<file path="src/rtl/pcileech_bar_rsp_arbiter.sv">
// Merges BAR read responses from NSRC sources into one registered valid/ready stream.
// Define BAR_RSP_ARB_RR_EN for round-robin arbitration; otherwise lowest index wins.
module pcileech_bar_rsp_arbiter #(
  parameter int NSRC  = 3,
  parameter int DEPTH = 4
) (
  input  logic                 clk,
  input  logic                 rst,
  input  logic [NSRC*88-1:0]   src_rsp_ctx,
  input  logic [NSRC*32-1:0]   src_rsp_data,
  input  logic [NSRC-1:0]      src_rsp_valid,
  output logic [87:0]          rsp_ctx,
  output logic [31:0]          rsp_data,
  output logic                 rsp_valid,
  input  logic                 rsp_ready,
  output logic [NSRC-1:0]      src_ovf,
  output logic                 busy
);

  localparam int AW = (DEPTH > 1) ? $clog2(DEPTH) : 1;
  localparam int GW = (NSRC > 1) ? $clog2(NSRC) : 1;
  localparam int EW = 120;
  localparam logic [AW:0] FULL_CNT = (AW+1)'(DEPTH);

  logic [EW-1:0]   mem    [NSRC][DEPTH];
  logic [AW-1:0]   wr_ptr [NSRC];
  logic [AW-1:0]   rd_ptr [NSRC];
  logic [AW:0]     cnt    [NSRC];
  logic [NSRC-1:0] nonempty;
  logic [NSRC-1:0] full;
  logic [NSRC-1:0] push;
  logic [NSRC-1:0] pop;
  logic            load;
  logic            grant_vld;
  logic [GW-1:0]   grant;
  logic [EW-1:0]   head_p0;

  assign load = !rsp_valid || rsp_ready;
  assign busy = (|nonempty) || rsp_valid;

  // A full FIFO still accepts a strobe when its head leaves in the same cycle.
  always_comb begin
    nonempty = '0;
    full     = '0;
    pop      = '0;
    push     = '0;
    for (int i = 0; i < NSRC; i++) begin
      nonempty[i] = (cnt[i] != '0);
      full[i]     = (cnt[i] == FULL_CNT);
      pop[i]      = load && grant_vld && (grant == GW'(i));
      push[i]     = src_rsp_valid[i] && (!full[i] || pop[i]);
    end
  end

`ifdef BAR_RSP_ARB_RR_EN
  logic [GW-1:0] rr_ptr;
  int            idx;

  always_comb begin
    grant_vld = 1'b0;
    grant     = '0;
    idx       = 0;
    for (int k = 0; k < NSRC; k++) begin
      idx = int'(rr_ptr) + k;
      if (idx >= NSRC) idx = idx - NSRC;
      if (!grant_vld && nonempty[idx[GW-1:0]]) begin
        grant_vld = 1'b1;
        grant     = idx[GW-1:0];
      end
    end
  end

  always_ff @(posedge clk or posedge rst) begin
    if (rst) begin
      rr_ptr <= '0;
    end else if (load && grant_vld) begin
      rr_ptr <= (grant == GW'(NSRC-1)) ? '0 : grant + 1'b1;
    end
  end
`else
  always_comb begin
    grant_vld = 1'b0;
    grant     = '0;
    for (int k = NSRC-1; k >= 0; k--) begin
      if (nonempty[k]) begin
        grant_vld = 1'b1;
        grant     = GW'(k);
      end
    end
  end
`endif

  // FIFO storage carries no reset; pointers and counts define what is valid.
  always_ff @(posedge clk) begin
    for (int i = 0; i < NSRC; i++) begin
      if (push[i]) mem[i][wr_ptr[i]] <= {src_rsp_ctx[88*i +: 88], src_rsp_data[32*i +: 32]};
    end
  end

  always_ff @(posedge clk or posedge rst) begin
    if (rst) begin
      for (int i = 0; i < NSRC; i++) begin
        wr_ptr[i] <= '0;
        rd_ptr[i] <= '0;
        cnt[i]    <= '0;
      end
      src_ovf <= '0;
    end else begin
      for (int i = 0; i < NSRC; i++) begin
        if (push[i]) wr_ptr[i] <= wr_ptr[i] + 1'b1;
        if (pop[i])  rd_ptr[i] <= rd_ptr[i] + 1'b1;
        case ({push[i], pop[i]})
          2'b10:   cnt[i] <= cnt[i] + 1'b1;
          2'b01:   cnt[i] <= cnt[i] - 1'b1;
          default: cnt[i] <= cnt[i];
        endcase
        if (src_rsp_valid[i] && !push[i]) src_ovf[i] <= 1'b1;
      end
    end
  end

  always_comb head_p0 = mem[grant][rd_ptr[grant]];

  // Output stage: holds while stalled, reloads or empties whenever load is high.
  always_ff @(posedge clk or posedge rst) begin
    if (rst) begin
      rsp_valid <= 1'b0;
      rsp_ctx   <= '0;
      rsp_data  <= '0;
    end else if (load) begin
      rsp_valid <= grant_vld;
      if (grant_vld) {rsp_ctx, rsp_data} <= head_p0;
    end
  end

endmodule
</file>
<file path="config.mk">
export PLATFORM = sky130hd
export DESIGN_NAME = pcileech_bar_rsp_arbiter
export DESIGN_NICKNAME = d
export VERILOG_FILES = /design/src/rtl/pcileech_bar_rsp_arbiter.sv
export SDC_FILE = /design/constraint.sdc
export NUM_CORES = 2
export LEC_CHECK = 0
export ABC_AREA = 1
export BUFFER_PORTS_ARGS = -buffer_cell sky130_fd_sc_hd__buf_2
export CAP_MARGIN = 40
export CORE_UTILIZATION = 55
export CTS_BUF_LIST = sky130_fd_sc_hd__clkbuf_4 sky130_fd_sc_hd__clkbuf_8
export CTS_CLUSTER_DIAMETER = 30
export CTS_CLUSTER_SIZE = 25
export DETAILED_ROUTE_END_ITERATION = 8
export HOLD_SLACK_MARGIN = 0.15
export PLACE_DENSITY = 0.78
export SYNTH_ARGS = -nofsm -noshare
export SYNTH_HDL_FRONTEND = slang
export SYNTH_SLANG_ARGS = --single-unit
</file>
<file path="constraint.sdc">
create_clock -name clk -period 7.77 [get_ports clk]
set_input_delay 0.3885 -clock clk [delete_from_list [all_inputs] [get_ports clk]]
set_output_delay 0.3885 -clock clk [all_outputs]
set_load 0.01 [all_outputs]
</file>
Word-level counts from Yosys, hierarchy flattened
Memories as Yosys holds them, arrays and structs flattened.
Index checks and enable logic that the tools add are counted.
Word-level totals
  register bits after elaboration: 145
  latch bits: 0
  memory bits (writable): 1440
  memory bits (read-only): 0
  input port bits: 366
  output and inout bits: 125
  memories kept: 1
Memories
  mem: depth 3, bits a word 480, rd ports 1, clocked after memory_dff 0, wr ports 3, line 25  | logic [EW-1:0] mem [NSRC][DEPTH];
Cells by class
  add/sub/neg operators: 12
  multipliers: 0
  divide/modulo/power cells: 0
  order comparisons: 8
  equal/unequal tests: 11
  shift operators: 0
  multiplexer cells: 27
  bitwise logic cells: 5
  reductions and logical operators: 34
Operators by type and width (count)
  two-way mux 480 bit: 3
  demux 120 bit (select 2 bit): 3
  two-way mux 120 bit: 5
  binary-select mux 120 bit (select 2 bit): 1
  one-hot mux 3 bit (2 select lines): 3
  greater-or-equal comparator 3 bit, second input constant: 5
  NOT 2 -> 3 bit: 5
  logical AND 1 bit: 13
  adder 2 x 1 -> 2 bit, second input constant: 6
  two-way mux 2 bit: 5
  adder 3 x 1 -> 3 bit, second input constant: 3
  equality test 3 bit, second input constant: 3
  less-than comparator 3 x 1 -> 1 bit, second input constant: 3
  nonzero test 3 bit: 3
  subtractor 3 x 1 -> 3 bit, second input constant: 3
  equality test 2 x 1 -> 1 bit, second input constant: 4
  equality test 2 bit, second input constant: 4
  zero test 1 bit: 7
  two-way mux 1 bit: 6
  nonzero test 2 bit: 3
  logical OR 1 bit: 5
  binary-select mux 2 bit (select 2 bit): 1
  OR reduction 3 bit: 1
  zero test 2 bit: 1
  AND reduction 2 bit: 1

Logic depth before layout (Yosys ltp)
  word-level depth: 12
  mapped depth: 15
  gate-level depth less buffers: 13

Worst setup path after synthesis
OpenSTA, ideal clock, no wires.
  path kind: register -> register
  start point: register cnt[6] (netlist name)
  end point: memory mem[2][0] (netlist name), enable pin
  library setup time: 601 ps
  arrival: 6592 ps
  required time: 7169 ps
  setup slack: 577 ps
  cell stages (with the launch flop): 10
  period minus slack after synthesis: 7193 ps
  cell sequence: dfrtp_1 -> nor3_4 -> nand3_1 -> inv_1 -> buf_2 -> buf_2 -> nand2_1 -> nand4_1 -> nand2_1 -> nor2_1
RTL lines
  start, declared: line 28  | logic [AW:0] cnt [NSRC];
  start signal, assigned by index: line 113  | 2'b10: cnt[i] <= cnt[i] + 1'b1;
  start signal, assigned by index: line 114  | 2'b01: cnt[i] <= cnt[i] - 1'b1;
  start signal, assigned by index: line 115  | default: cnt[i] <= cnt[i];
  end, declared: line 25

Worst setup path after layout
  start point: register cnt[3] (netlist name)
  end point: register rsp_ctx[18]
On the way
  longest elaborated chain between the ends: 11
  elaborated cells on any way between the ends: 15
Ends and longest elaborated chain
  nonzero test 3 bit (*): line 48  | nonempty[i] = (cnt[i] != '0);
  two-way mux 2 bit (2 in series): line 85  | if (nonempty[k]) begin
  NOT 2 -> 3 bit (not written as such): line 122  | always_comb head_p0 = mem[grant][rd_ptr[grant]];
  binary-select mux 2 bit (select 2 bit): line 122
  two-way mux 2 bit (not written as such) (2 in series): line 122
  NOT 2 -> 3 bit (not written as such): line 122
  binary-select mux 120 bit (select 2 bit): line 122
  two-way mux 120 bit (not written as such) (2 in series): line 122
  end signal, assigned: line 132  | if (grant_vld) {rsp_ctx, rsp_data} <= head_p0;
  end, declared: line 12  | output logic [87:0] rsp_ctx,
Mark *: on every way between the ends. The rest lies on a longest branch, timed or not. The select of a mux whose other input is x is not followed.
A chain may end at the register's enable or synchronous reset.

==> qor.yml <==
critical_path:
  crit_type: "reg -> reg"
  path_max_fanout: 132
  critPathRequiredTime_ps: 8630
  path_common_cell: "nand2_1"
  startpoint_type: "flip-flop"
  crit_path_max_incr_delay_ps: 890
  cp_cell_sequence: "inv_1 > nand2_1 > nor2_1 > nand3_4 > inv_8 > nand2_1 > nand2_4 > buf_12 > nand2_1 > nand3_1 > nand2_1 > nand2_1 > nand2_1"
  crit_slowest_cell: "inv_8"
  worst_setup_path_end_kind: "flip-flop"
  worst-path-buf-inv: 3
  cp_top_family: "simple AND/OR/NAND/NOR gates"
  arrival_ps: 5580
drt:
  wl_per_cell_um: 23.4
  ant_nets: 0
  post_drt_via_cell_ratio: 5.84
  drc: 0
  dr.pass1.iters: 7
  wirelength_mm: 216
  num_vias: 53800
  drtIter0Drc: 6897
sta:
  slew_viol_final: 0
  fmax_mhz: 212
  rsz0062_at_grt: "false"
  relSlewSlack_pct: 17.7
  worst_hold_slack_ps: 237
  skew_ps: 74.0
  worst_pin_slew_ps: 1240
  post-route-period-util_pct: 60.7
  fin_tns_setup_ps: 0
  finalHoldViolCount: 0
  finalSetupViolCount: 0
  min_period_ps: 4710
layout:
  final_util_pct: 71.4
  fillers: 7340
  drive_above_1_share_pct: 15.2
  syn2layout_area_growth_pct: 28.2
  fin_nets: 7705
floorplanning:
  rows: 126
  start_util_pct: 55.7
  dieWidth_um: 348
  ios: 491
  chipHeight_um: 348
  die-area_mm2: 0.121
  core-area_mm2: 0.119
yosys:
  synthXorXnorAreaFrac_pct: 0.199
  async_flop_share_pct: 9.15
  synth_edf_count: 1440
  yosys_warnings: 0
  netlist_instances: 6076
  yosysUniqueCellTypes: 25
  synth_seq_area_share_pct: 71.0
  synth_simple_gate_area_share_pct: 23.7
  synth_compound_gate_area_share_pct: 0.110
  synthesis.area_mm2: 0.0660
  synth_fp_nets: 6458
  syn-mean-instance-area_um2: 10.9
  synth_top_family_by_area: "simple AND/OR/NAND/NOR gates"
  ys.flop_type: "edfxtp_1"
  muxShareOfSynthArea_pct: 0
  synth_seq_cells: 1585
  synthAdderAreaFrac_pct: 0.337
global_route:
  grt_pass1_vias: 54300
  overflow: 0
  grt_first_pass_wirelength_mm: 319
  grt_start_max_net_pins: 222
  met2_usage_pct: 56.3
  antenna_found_initial: 35
  met3_usage_pct: 9.09
  grt_usage_pct: 35.1
  grtUsageMet1_pct: 43.1
  grt.busiest_layer: "met2"
power:
  power.share.clock_pct: 30.1
  p_leak_nw: 35.7
  comb_power_share_pct: 31.4
  sw_frac_of_total_pct: 37.6
  p_switching_mw: 11.8
  vdd_drop_max_v: 0.000405
  power.density_mw_per_mm2: 371
  seq_power_share_pct: 38.5
  cell_internal_pwr_mw: 19.6
clocking:
  cts_made_buffers: 319
  clk_latency_ps: 1020
  cts_buffer_depth: 4
  tritoncts: "yes"
  cts-root-buf: "clkbuf_8"
  clk_pin_slew_worst_paths_ps: 60
  cts.sinks: 1585
  htree_levels: 5
status:
  status: "completed"
placement:
  port_buffers: 490
  globalplace.congestion: 0.823
  place.detailed.hpwl_mm: 105
min_path:
  min_path_type: "in -> reg"
job:
  maxCapViolCount: 0
==> area by class of cell <==
type / instances / area, µm² / share of cell area [%]
diodes: 46 / 115 / 0.136
clock buffers: 377 / 4890 / 5.78
clock inverters: 189 / 2090 / 2.47
inverters: 407 / 1550 / 1.83
multi-input cells: 3714 / 16200 / 19.1
flip-flops and latches: 1585 / 46900 / 55.4
well taps: 1600 / 2000 / 2.37
repair buffers: 1296 / 10900 / 12.9
==> worst paths after layout <==
path                             startpoint            to  slack [ps]  cells past startpoint
min reg2reg                     rsp_ctx[31]   rsp_ctx[31]         470                      2
max reg2reg                          cnt[3]   rsp_ctx[18]        3060                     13
min in group asynchronous               rst   rsp_ctx[82]         520                      4
max                                  cnt[3]   rsp_ctx[18]        3060                     13
max in group asynchronous               rst  rsp_data[29]        6270                      5
min                        src_rsp_ctx[216]    mem[2][72]         240                      2
==> worst reg2reg max path: cells and delay by family, from the launching register on <==
kind / cells / cell delay, ps
AND/OR/NAND/NOR: 10 / 2550
buffers and inverters: 3 / 1670
flip-flops: 1 / 380
==> power groups by stage <==
stage,Combinational [mW],Clock [mW],Sequential [mW]
after detailed placement,8.98,0,12.2
after global placement,8.64,0,12.1
after CTS,9.35,9.37,12.0
after floorplan,5.51,0,12.4
final,9.87,9.44,12.1
after global routing,10.6,9.85,12.2
==> cell families after synthesis <==
group,Yosys count
buffers and inverters,777
and+or+nand+nor,3670
xor gates and xnor gates,15
DFF,1585
adders and majority gates,16
AOI/OAI and AO/OA,13
==> cells in the mapped netlist (all sizes together), types with 4 or more instances <==
| cell | n | share of area (%) |
|---|---|---|
| nand2 | 2305 | 13 |
| dfrtp | 145 | 5.5 |
| buf | 191 | 1.4 |
| xor2 | 14 | 0.19 |
| nand4 | 4 | 0.038 |
| clkbuf | 179 | 1.0 |
| or2 | 121 | 1.1 |
| inv | 406 | 2.3 |
| ha | 13 | 0.25 |
| nor2 | 25 | 0.14 |
| edfxtp | 1440 | 65 |
| a21oi | 7 | 0.053 |
| nand3 | 1213 | 9.2 |
==> timing repair <==
action	CTS	global route
buffers inserted	0	0
resized for setup	0	0
hold endpoints to repair	1611	0
hold buffers	713	0
==> placed cells by master (no fill, tap or decap) <==
cell type      netlist  final
nand2_1           2305   2301
edfxtp_1          1440   1440
nand3_1           1213   1212
dlygate4sd3_1        0    713
buf_2              151    490
inv_1              405    403
clkbuf_8             0    330
dfrtp_1            145    145
or2_1              120    120
buf_4                1     53
clkbuf_4             0     47
clkinv_2             0     47
diode_2              0     46
clkinvlp_4           0     38
bufinv_16            0     36
clkinv_4             0     24
buf_12               0     24
clkinv_1             1     22
inv_6                0     21
buf_16               0     16
xor2_1              14     14
nor2_4               0     13
ha_1                13     13
nor2_1              25     12
a21oi_1              7      6
nand2_4              0      4
inv_8                0      4
nand4_1              4      4
o21bai_1             3      3
fa_1                 3      3
o21ai_0              2      2
nor3_4               1      1
nand3_4              0      1
nand3b_1             1      1
o21ai_1              1      1
inv_2                1      1
a21oi_4              0      1
xnor2_1              1      1
or2_2                1      1
==> state kept, by name (all words and copies together) (netlist names) <==
| name | cells |
|---|---|
| cnt | 9 |
| mem | 1440 |
| rd_ptr | 6 |
| rsp_ctx | 88 |
| rsp_data | 32 |
| rsp_valid | 1 |
| src_ovf | 3 |
| wr_ptr | 6 |
==> routing by layer <==
metal	wire [µm]	up-vias
met3	27300	1116
li1	-	23000
met1	74500	25300
met5	118	-
met2	101000	4321
met4	12700	18
==> through the flow <==
| stage | instance area [µm²] | power (mW) | cells | worst slack (ps) |
|---|---|---|---|---|
| finish | 84600 | 31.4 | 9214 | 3060 |
| CTS | 84500 | 30.7 | 9168 | 3240 |
| detailed placement | 70400 | 21.1 | 7889 | 3250 |
| global placement | 69800 | 20.8 | 7865 | 2680 |
| global route | 84600 | 32.6 | 9190 | 2850 |
| floorplan | 66000 | 17.9 | 6076 | 577 |
Note: power is estimated with default switching activity, not from simulation.
